[src/rtl/alu_seq_ctrl_if.sv]
// rtl/alu_seq_ctrl_if.sv - issue/result bundle between the control path and the ALU sequencer
interface alu_seq_ctrl_if #(
    parameter int WIDTH = 32
);
    logic             start;
    logic [3:0]       sel;
    logic [WIDTH-1:0] a;
    logic [WIDTH-1:0] b;
    logic [WIDTH-1:0] alu_y;
    logic             busy;
    logic             done;
    logic [WIDTH-1:0] result;
    logic [WIDTH-1:0] rem;
    logic             divz;

    modport master (
        output start, sel, a, b, alu_y,
        input  busy, done, result, rem, divz
    );

    modport slave (
        input  start, sel, a, b, alu_y,
        output busy, done, result, rem, divz
    );
endinterface

[src/rtl/alu_seq_ctrl.sv]
// rtl/alu_seq_ctrl.sv - ALU issue sequencer: single-cycle pass-through plus iterative MUL/DIV
// Optional macro ALU_SEQ_DIVZERO_EN: divide-by-zero completes in one cycle and raises divz.
module alu_seq_ctrl #(
    parameter int WIDTH = 32
) (
    input  logic         clk,
    input  logic         rst,
    alu_seq_ctrl_if.slave bus
);
    localparam int CW = $clog2(WIDTH) + 1;
    localparam logic [3:0] SEL_MUL = 4'b0010;
    localparam logic [3:0] SEL_DIV = 4'b0011;

    typedef enum logic [1:0] {IDLE, MUL, DIV, DONE} state_t;

    state_t           state;
    logic [CW-1:0]    cnt;
    logic             busy_q;
    logic             done_q;
    logic             divz_q;
    logic [WIDTH-1:0] res_q;
    logic [WIDTH-1:0] rem_q;
    logic [WIDTH-1:0] opa;
    logic [WIDTH-1:0] opb;
    logic [WIDTH-1:0] acc;
    logic [WIDTH-1:0] quo;
    logic [WIDTH-1:0] part;

    logic [WIDTH-1:0] mul_next;
    logic [WIDTH:0]   shifted;
    logic [WIDTH:0]   diff;
    logic             fits;
    logic [WIDTH-1:0] quo_next;
    logic [WIDTH-1:0] part_next;
    logic             last;
    logic             dz_fast;

    // Restoring step: quo doubles as the dividend shift register, its MSB feeds the partial remainder.
    always_comb begin
        mul_next  = acc + (opb[0] ? opa : '0);
        shifted   = {part, quo[WIDTH-1]};
        fits      = (shifted >= {1'b0, opb});
        diff      = shifted - {1'b0, opb};
        quo_next  = {quo[WIDTH-2:0], fits};
        part_next = fits ? diff[WIDTH-1:0] : shifted[WIDTH-1:0];
        last      = (cnt == CW'(WIDTH - 1));
    end

`ifdef ALU_SEQ_DIVZERO_EN
    assign dz_fast = (bus.sel == SEL_DIV) && (bus.b == '0);
`else
    assign dz_fast = 1'b0;
`endif

    always_ff @(posedge clk) begin
        if (rst) begin
            state  <= IDLE;
            cnt    <= '0;
            busy_q <= 1'b0;
            done_q <= 1'b0;
            divz_q <= 1'b0;
            res_q  <= '0;
            rem_q  <= '0;
            opa    <= '0;
            opb    <= '0;
            acc    <= '0;
            quo    <= '0;
            part   <= '0;
        end else begin
            done_q <= 1'b0;
            divz_q <= 1'b0;
            case (state)
                IDLE, DONE: begin
                    if (bus.start) begin
                        opa  <= bus.a;
                        opb  <= bus.b;
                        acc  <= '0;
                        quo  <= bus.a;
                        part <= '0;
                        cnt  <= '0;
                        if (dz_fast) begin
                            res_q  <= '1;
                            rem_q  <= bus.a;
                            divz_q <= 1'b1;
                            done_q <= 1'b1;
                            state  <= DONE;
                        end else if (bus.sel == SEL_MUL) begin
                            busy_q <= 1'b1;
                            state  <= MUL;
                        end else if (bus.sel == SEL_DIV) begin
                            busy_q <= 1'b1;
                            state  <= DIV;
                        end else begin
                            res_q  <= bus.alu_y;
                            rem_q  <= '0;
                            done_q <= 1'b1;
                            state  <= DONE;
                        end
                    end else begin
                        state <= IDLE;
                    end
                end
                MUL: begin
                    acc <= mul_next;
                    opa <= opa << 1;
                    opb <= opb >> 1;
                    cnt <= cnt + CW'(1);
                    if (last) begin
                        res_q  <= mul_next;
                        rem_q  <= '0;
                        busy_q <= 1'b0;
                        done_q <= 1'b1;
                        state  <= DONE;
                    end
                end
                DIV: begin
                    quo  <= quo_next;
                    part <= part_next;
                    cnt  <= cnt + CW'(1);
                    if (last) begin
                        res_q  <= quo_next;
                        rem_q  <= part_next;
                        busy_q <= 1'b0;
                        done_q <= 1'b1;
                        state  <= DONE;
                    end
                end
                default: state <= IDLE;
            endcase
        end
    end

    assign bus.busy   = busy_q;
    assign bus.done   = done_q;
    assign bus.result = res_q;
    assign bus.rem    = rem_q;
    assign bus.divz   = divz_q;
endmodule

[src/flat_wrapper.sv]
// flat-port wrapper written by rule: the top's interface ports become plain ports
module alu_seq_ctrl_flat 
#(
    parameter int WIDTH = 32
)
  (clk, rst, bus_start, bus_sel, bus_a, bus_b, bus_alu_y, bus_busy, bus_done, bus_result, bus_rem, bus_divz);
  alu_seq_ctrl_if #(.WIDTH(WIDTH)) bus_i ();
  input  logic clk;
  input  logic rst;
  input wire logic [$bits(bus_i.start)-1:0] bus_start;
  input wire logic [$bits(bus_i.sel)-1:0] bus_sel;
  input wire logic [$bits(bus_i.a)-1:0] bus_a;
  input wire logic [$bits(bus_i.b)-1:0] bus_b;
  input wire logic [$bits(bus_i.alu_y)-1:0] bus_alu_y;
  output wire logic [$bits(bus_i.busy)-1:0] bus_busy;
  output wire logic [$bits(bus_i.done)-1:0] bus_done;
  output wire logic [$bits(bus_i.result)-1:0] bus_result;
  output wire logic [$bits(bus_i.rem)-1:0] bus_rem;
  output wire logic [$bits(bus_i.divz)-1:0] bus_divz;
  assign bus_i.start = bus_start;
  assign bus_i.sel = bus_sel;
  assign bus_i.a = bus_a;
  assign bus_i.b = bus_b;
  assign bus_i.alu_y = bus_alu_y;
  assign bus_busy = bus_i.busy;
  assign bus_done = bus_i.done;
  assign bus_result = bus_i.result;
  assign bus_rem = bus_i.rem;
  assign bus_divz = bus_i.divz;
  alu_seq_ctrl #(.WIDTH(WIDTH)) u_core (.clk(clk), .rst(rst), .bus(bus_i));
endmodule
[config.mk]
export PLATFORM = sky130hd
export DESIGN_NAME = alu_seq_ctrl_flat
export DESIGN_NICKNAME = d
export VERILOG_FILES = /design/src/rtl/alu_seq_ctrl_if.sv /design/src/rtl/alu_seq_ctrl.sv /design/src/flat_wrapper.sv
export SDC_FILE = /design/constraint.sdc
export NUM_CORES = 1
export LEC_CHECK = 0
export CAP_MARGIN = 40
export CORE_MARGIN = 5
export CORE_UTILIZATION = 60
export DETAILED_ROUTE_END_ITERATION = 6
export GPL_TIMING_DRIVEN = 0
export PLACE_DENSITY = 0.95
export SYNTH_ARGS = -nofsm -noshare
export SYNTH_HDL_FRONTEND = slang
export SYNTH_SLANG_ARGS = --single-unit
[constraint.sdc]
create_clock -name clk -period 7.1 [get_ports clk]
set_clock_uncertainty 0.15 [all_clocks]
set_input_delay 1.42 -clock clk [delete_from_list [all_inputs] [get_ports clk]]
set_output_delay 1.42 -clock clk [all_outputs]
set_load 0.02 [all_outputs]
After elaboration in Yosys (flattened, before gate mapping)

Cells that the tools add are included.

Register bits: 234
Bits in latches: 0
RAM bits: 0
Memory bits (read-only): 0
Memories kept: 0

Add/subtract/negate cells: 3
Multipliers: 0
Div/mod/pow operators: 0
Order comparisons: 1
Equal/unequal tests: 13
Shift-type cells: 0
Multiplexer cells: 39
Bitwise logic cells: 0
Reductions and logical operators: 9

Operators by type and width:

| kind                                                   | number |
|---|---|
| two-way mux 32 bit                                     | 15 |
| one-hot mux 32 bit (2 select lines)                    | 5 |
| one-hot mux 32 bit (3 select lines)                    | 2 |
| greater-or-equal comparator 33 x 32 -> 1 bit           | 1 |
| adder 32 bit                                           | 1 |
| subtractor 32 bit                                      | 1 |
| one-hot mux 6 bit (2 select lines)                     | 1 |
| two-way mux 1 bit                                      | 9 |
| equality test 4 x 2 -> 1 bit (second input constant)   | 2 |
| adder 6 x 1 -> 6 bit (second input constant)           | 1 |
| equality test 6 x 5 -> 1 bit (second input constant)   | 1 |
| two-way mux 2 bit                                      | 3 |
| two-way mux 6 bit                                      | 1 |
| inequality test 2 x 1 -> 1 bit (second input constant) | 3 |
| inequality test 2 bit (second input constant)          | 3 |
| AND reduction 5 bit                                    | 1 |
| equality test 2 bit (second input constant)            | 2 |
| one-hot mux 1 bit (2 select lines)                     | 2 |
| one-hot mux 2 bit (2 select lines)                     | 1 |
| AND reduction 2 bit                                    | 2 |
| nonzero test 2 bit                                     | 2 |
| OR reduction 2 bit                                     | 2 |
| inequality test 3 x 1 -> 1 bit (second input constant) | 1 |
| AND reduction 3 bit                                    | 1 |
| 2 further kinds                                        | 2 |

Logic depth before layout (Yosys ltp)

Depth in word-level cells: 5
Mapped depth: 13
Depth with buffers taken out: 13

Least setup slack after synthesis

Ideal clock, no wire load.

Path kind: flip-flop to flip-flop
Start: reg u_core.opb[0]
End: reg u_core.acc[31]
Arrival time: 3.090 ns
Setup slack: 3.786 ns
Stages on the path, launching flop included: 13
Period minus slack after synthesis: 3.314 ns
Cells stage by stage: dfxtp_1 > clkbuf_1 > and2_1 > ha_1 > clkbuf_1 > and3_1 > a311o_1 > a32oi_4 > a41oi_2 > a41oi_2 > xnor2_1 > or4b_1 > a31oi_1

Longest elaborated chain between the ends: 3

RTL lines:

| what                                | line                | source |
|---|---|---|
| start: declaration                  | alu_seq_ctrl.sv:24  | `logic [WIDTH-1:0] opb;` |
| start signal: assignment            | alu_seq_ctrl.sv:76  | `opb <= bus.b;` |
| start signal: assignment            | alu_seq_ctrl.sv:106 | `opb <= opb >> 1;` |
| two-way mux 32 bit                  | alu_seq_ctrl.sv:40  | `mul_next = acc + (opb[0] ? opa : '0);` |
| adder 32 bit                        | alu_seq_ctrl.sv:40  |  |
| one-hot mux 32 bit (2 select lines) | alu_seq_ctrl.sv:72  | `case (state)` |
| end signal: assignment              | alu_seq_ctrl.sv:104 | `acc <= mul_next;` |
| end: declaration                    | alu_seq_ctrl.sv:25  | `logic [WIDTH-1:0] acc;` |

Every way passes these cells.
A chain may end at the register's enable or synchronous reset.

Worst setup path in the final report

Start: reg u_core.opb[0]
End: reg u_core.res_q[24], in the netlist u_core.bus.result[24]

Longest elaborated chain between the ends: 4

RTL lines:

| what                                | line                | source |
|---|---|---|
| two-way mux 32 bit                  | alu_seq_ctrl.sv:40  |  |
| adder 32 bit                        | alu_seq_ctrl.sv:40  |  |
| two-way mux 32 bit                  | alu_seq_ctrl.sv:108 | `if (last) begin` |
| one-hot mux 32 bit (3 select lines) | alu_seq_ctrl.sv:72  |  |
| end signal: assignment              | alu_seq_ctrl.sv:94  | `res_q <= bus.alu_y;` |
| end signal: assignment              | alu_seq_ctrl.sv:109 | `res_q <= mul_next;` |
| end signal: assignment              | alu_seq_ctrl.sv:121 | `res_q <= quo_next;` |
| end: declaration                    | alu_seq_ctrl.sv:21  | `logic [WIDTH-1:0] res_q;` |

Every way passes these cells. The select of a mux whose other input is x is not followed.

==> key figures <==
Logic synthesis
  • YS warnings: 0
  • Post-synthesis sequential area ratio: 34.36%
  • Netlist cell types: 72
  • Number of flops mapped to enable cells by yosys: 0
  • Syn Area/Cell: 7.972 um2
  • Flops & latches, synth: 234
  • Asr flop ratio synth: 0%
  • Synth Flop Type: dfxtp_1
  • Net Count, Synth: roughly 1900
  • Netlist Area Pre-Place: around 0.014 mm2
  • Cells after synthesis: between 1500 and 2000

STA
  • Final hold violation count: 0
  • Period utilization: between 60% and 70%
  • Slew Viols, Final: 0
  • Max Freq: 211.4 MHz
  • RSZ-0062 raised after global routing: false
  • Slew @ Worst Pin: between 1 and 1.5 ns
  • Final setup violation count: 0
  • Rel. slew slack: 33.23%
  • Setup TNS: 0 ns
  • Minimum clock period: roughly 4.7 ns

Route
  • Post-Route WL: approximately 51000 um
  • Detailed Route Iter0 Violations: roughly 1900
  • Drt first pass iters: 7
  • Vias: 14550
  • WL/cell: roughly 23 um
  • Remaining DRCs: 0
  • Post-route ant nets: 0
  • Via density per instance: roughly 6.6

Clocking
  • Clk root buf: clkbuf_16
  • CTS H-tree lvls: 1
  • CTS tree: done
  • Clock-pin slew on the worst setup and hold paths: 0.06 ns
  • Total CTS buffers: 26
  • Post-CTS Hold Fix Bufs: 0
  • Worst skew pair latency: roughly 0.54 ns
  • Sink Count: between 200 and 250
  • PostCTS Resize Cnt: 0
  • CTS max path bufs: 3
  • Setup bufs post-CTS: 0

Die
  • Initial Util: approximately three fifths
  • I/O Pins: 170
  • Die Span X: 160.7 um
  • Rows: 55
  • Die area: about 0.026 mm2
  • Chip height: between 150 and 200 um
  • Core Box Area: 0.02250 mm2

Global routing
  • Antenna violations before repair: 1
  • Grt ovf: 0
  • Vias in the first global route: ~14000
  • All-Layer GR Usage: 37.60%
  • Largest net degree at the start of global routing: 14
  • Global-route wire length before repair: about 78000 um

Finish
  • Fin nets: ~2100
  • Commonest non-fill, non-tap cells in the layout: dfxtp_1, nand2_1, nor2_1, clkdlybuf4s50_1, a21oi_1
  • Layout cells sized above 1: under 10%
  • Area grow syn2layout: 21.81%
  • Commonest non-fill, non-tap cell in the layout: dfxtp_1
  • Fin cells: ~2200
  • Final instance area: 0.01660 mm2

Placement
  • Area post-placement: around 0.016 mm2
  • Placed insts: 2166
  • Post-DP HPWL: a little under 40000 um
  • Gp weighted congestion: roughly 1.0
  • Port bufs: 167

Worst hold path
  • Hold Startpoint: u_core.bus.rem[7]
  • Hold/Removal Path Class: flip-flop to flip-flop
  • Number of cells on the worst hold path: 2
  • Hold Path Sink: u_core.bus.rem[7]

Power
  • Power density cells: about 430 mW/mm2
  • Peak supply drop: ~0.0003 V
  • Leak: around 0.0064 uW

Setup path
  • R2R cell count: 12
  • Reg2Reg Setup Slack: between 2 and 2.5 ns
  • Startpoint types: flip-flop
  • WP data arrival: around 5 ns
  • WS Path Type: flip-flop to flip-flop
  • R2r startpoint: u_core.opb[0]
  • Worst Setup End Kind: flip-flop
  • Crit path max fanout: 10
  • Worst path required time: around 7.4 ns
  • FF-to-FF End: u_core.bus.result[24]

Job
  • Max Cap Viol: 0

Outcome
  • Status: completed
## worst max path at each step
stage | from | endpoint | slack, ns | cells past startpoint
finish | u_core.opb[0] | u_core.bus.result[24] | 2.37 | 12
global route | u_core.opb[0] | u_core.bus.result[24] | 2.27 | 12
CTS | u_core.opb[0] | u_core.acc[31] | 2.58 | 13
detailed placement | bus_sel[1] | u_core.bus.result[5] | 2.49 | 8
global placement | bus_start | u_core.acc[26] | 2.26 | 7
floorplan | u_core.opb[0] | u_core.acc[31] | 3.79 | 12
## critical path, stage by stage (launching register included)
cell and delay (ns):
dfxtp_1 0.72, clkbuf_1 0.46, and2_1 0.22, ha_1 0.27, nor2b_1 0.17, o31a_1 0.26
o31ai_1 0.76, o32ai_1 0.33, nor3_1 0.43, nor3_1 0.09, and3b_1 0.39, o221ai_1 0.21
a21oi_1 0.20
## state kept, by name, indices dropped and copies added (netlist names), 6 cells and up
signal and cells:
u_core.acc 32, u_core.cnt 6, u_core.bus.result 32, u_core.part 32, u_core.opb 32, u_core.quo 32, u_core.opa 32, u_core.bus.rem 32
## cells by family (layout without fill, tap and decap cells)
logic type                 after synthesis  after routing  share of synthesized area (%)
DFF                                    234            234                          34.36
adders and majority gates               68             68                          6.352
muxes                                   99             99                          7.297
xor gates and xnor gates                54             54                          3.470
other                                    1              2                        0.02751
AOI/OAI and AO/OA                      509            509                          24.39
buffers and inverters                  179            397                          5.094
and+or+nand+nor                        566            566                          19.01
## per-layer routing
metal | wire, um | GRT usage (%) | up-vias
li1 | - | - | 6537
met4 | 2861 | 16.52 | 2
met3 | 5903 | 8.365 | 233
met2 | 22330 | 60.34 | 973
met5 | 7 | 0 | -
met1 | 19900 | 48.77 | 6806
## layout make-up
cell class / count / area (um2)
clock inverter: 12 / 135.1
inverter: 61 / 229.0
clock buffer: 35 / 765.7
sequential: 234 / 4684
multi-input combinational: 1297 / 8253
fill: 1723 / 5898
tap: 285 / 356.6
antenna: 1 / 2.502
buffer: 118 / 465.4
timing repair buffer: 171 / 1713
## stage by stage
stage / total power [uW] / hold slack (ns) / worst slack (ns) / util (%)
4_1_cts: 7015 / 0.2997 / 2.577 / 73.78
2_1_floorplan: 4262 / 0.2862 / 3.786 / -
6_report: 7182 / 0.2969 / 2.370 / 73.79
3_5_place_dp: 5585 / 0.2917 / 2.491 / 69.77
3_3_place_gp: 5444 / 0.2864 / 2.260 / 69.59
5_1_grt: 7501 / 0.3151 / 2.274 / 73.78
## cells in the mapped netlist, types with 17 or more instances
library cell	number	share of area [%]
ha_1	66	6.1
nor3_1	24	0.88
inv_1	61	1.7
a21oi_1	134	4.9
nand3_1	29	1.1
nor2_1	182	5.0
a311oi_1	17	1.1
xor2_1	20	1.3
clkbuf_1	97	2.7
dfxtp_1	234	34
nand2b_1	23	1.1
nand2_1	189	5.2
o21ai_1	72	2.6
mux2i_1	96	7.0
xnor2_1	34	2.2
a21o_1	24	1.3
and2_1	39	1.8
or3_1	17	0.78
o21ai_0	51	1.9
a211oi_1	91	5.0
## report_power, final
part	total [uW]	internal, uW	leakage (uW)	switching (uW)
clock network	1430	860	0.000456	567
logic	3760	1250	0.00405	2510
registers	1990	1690	0.00191	305
total	7180	3800	0.00642	3380
(Power assumes the default switching activity.)
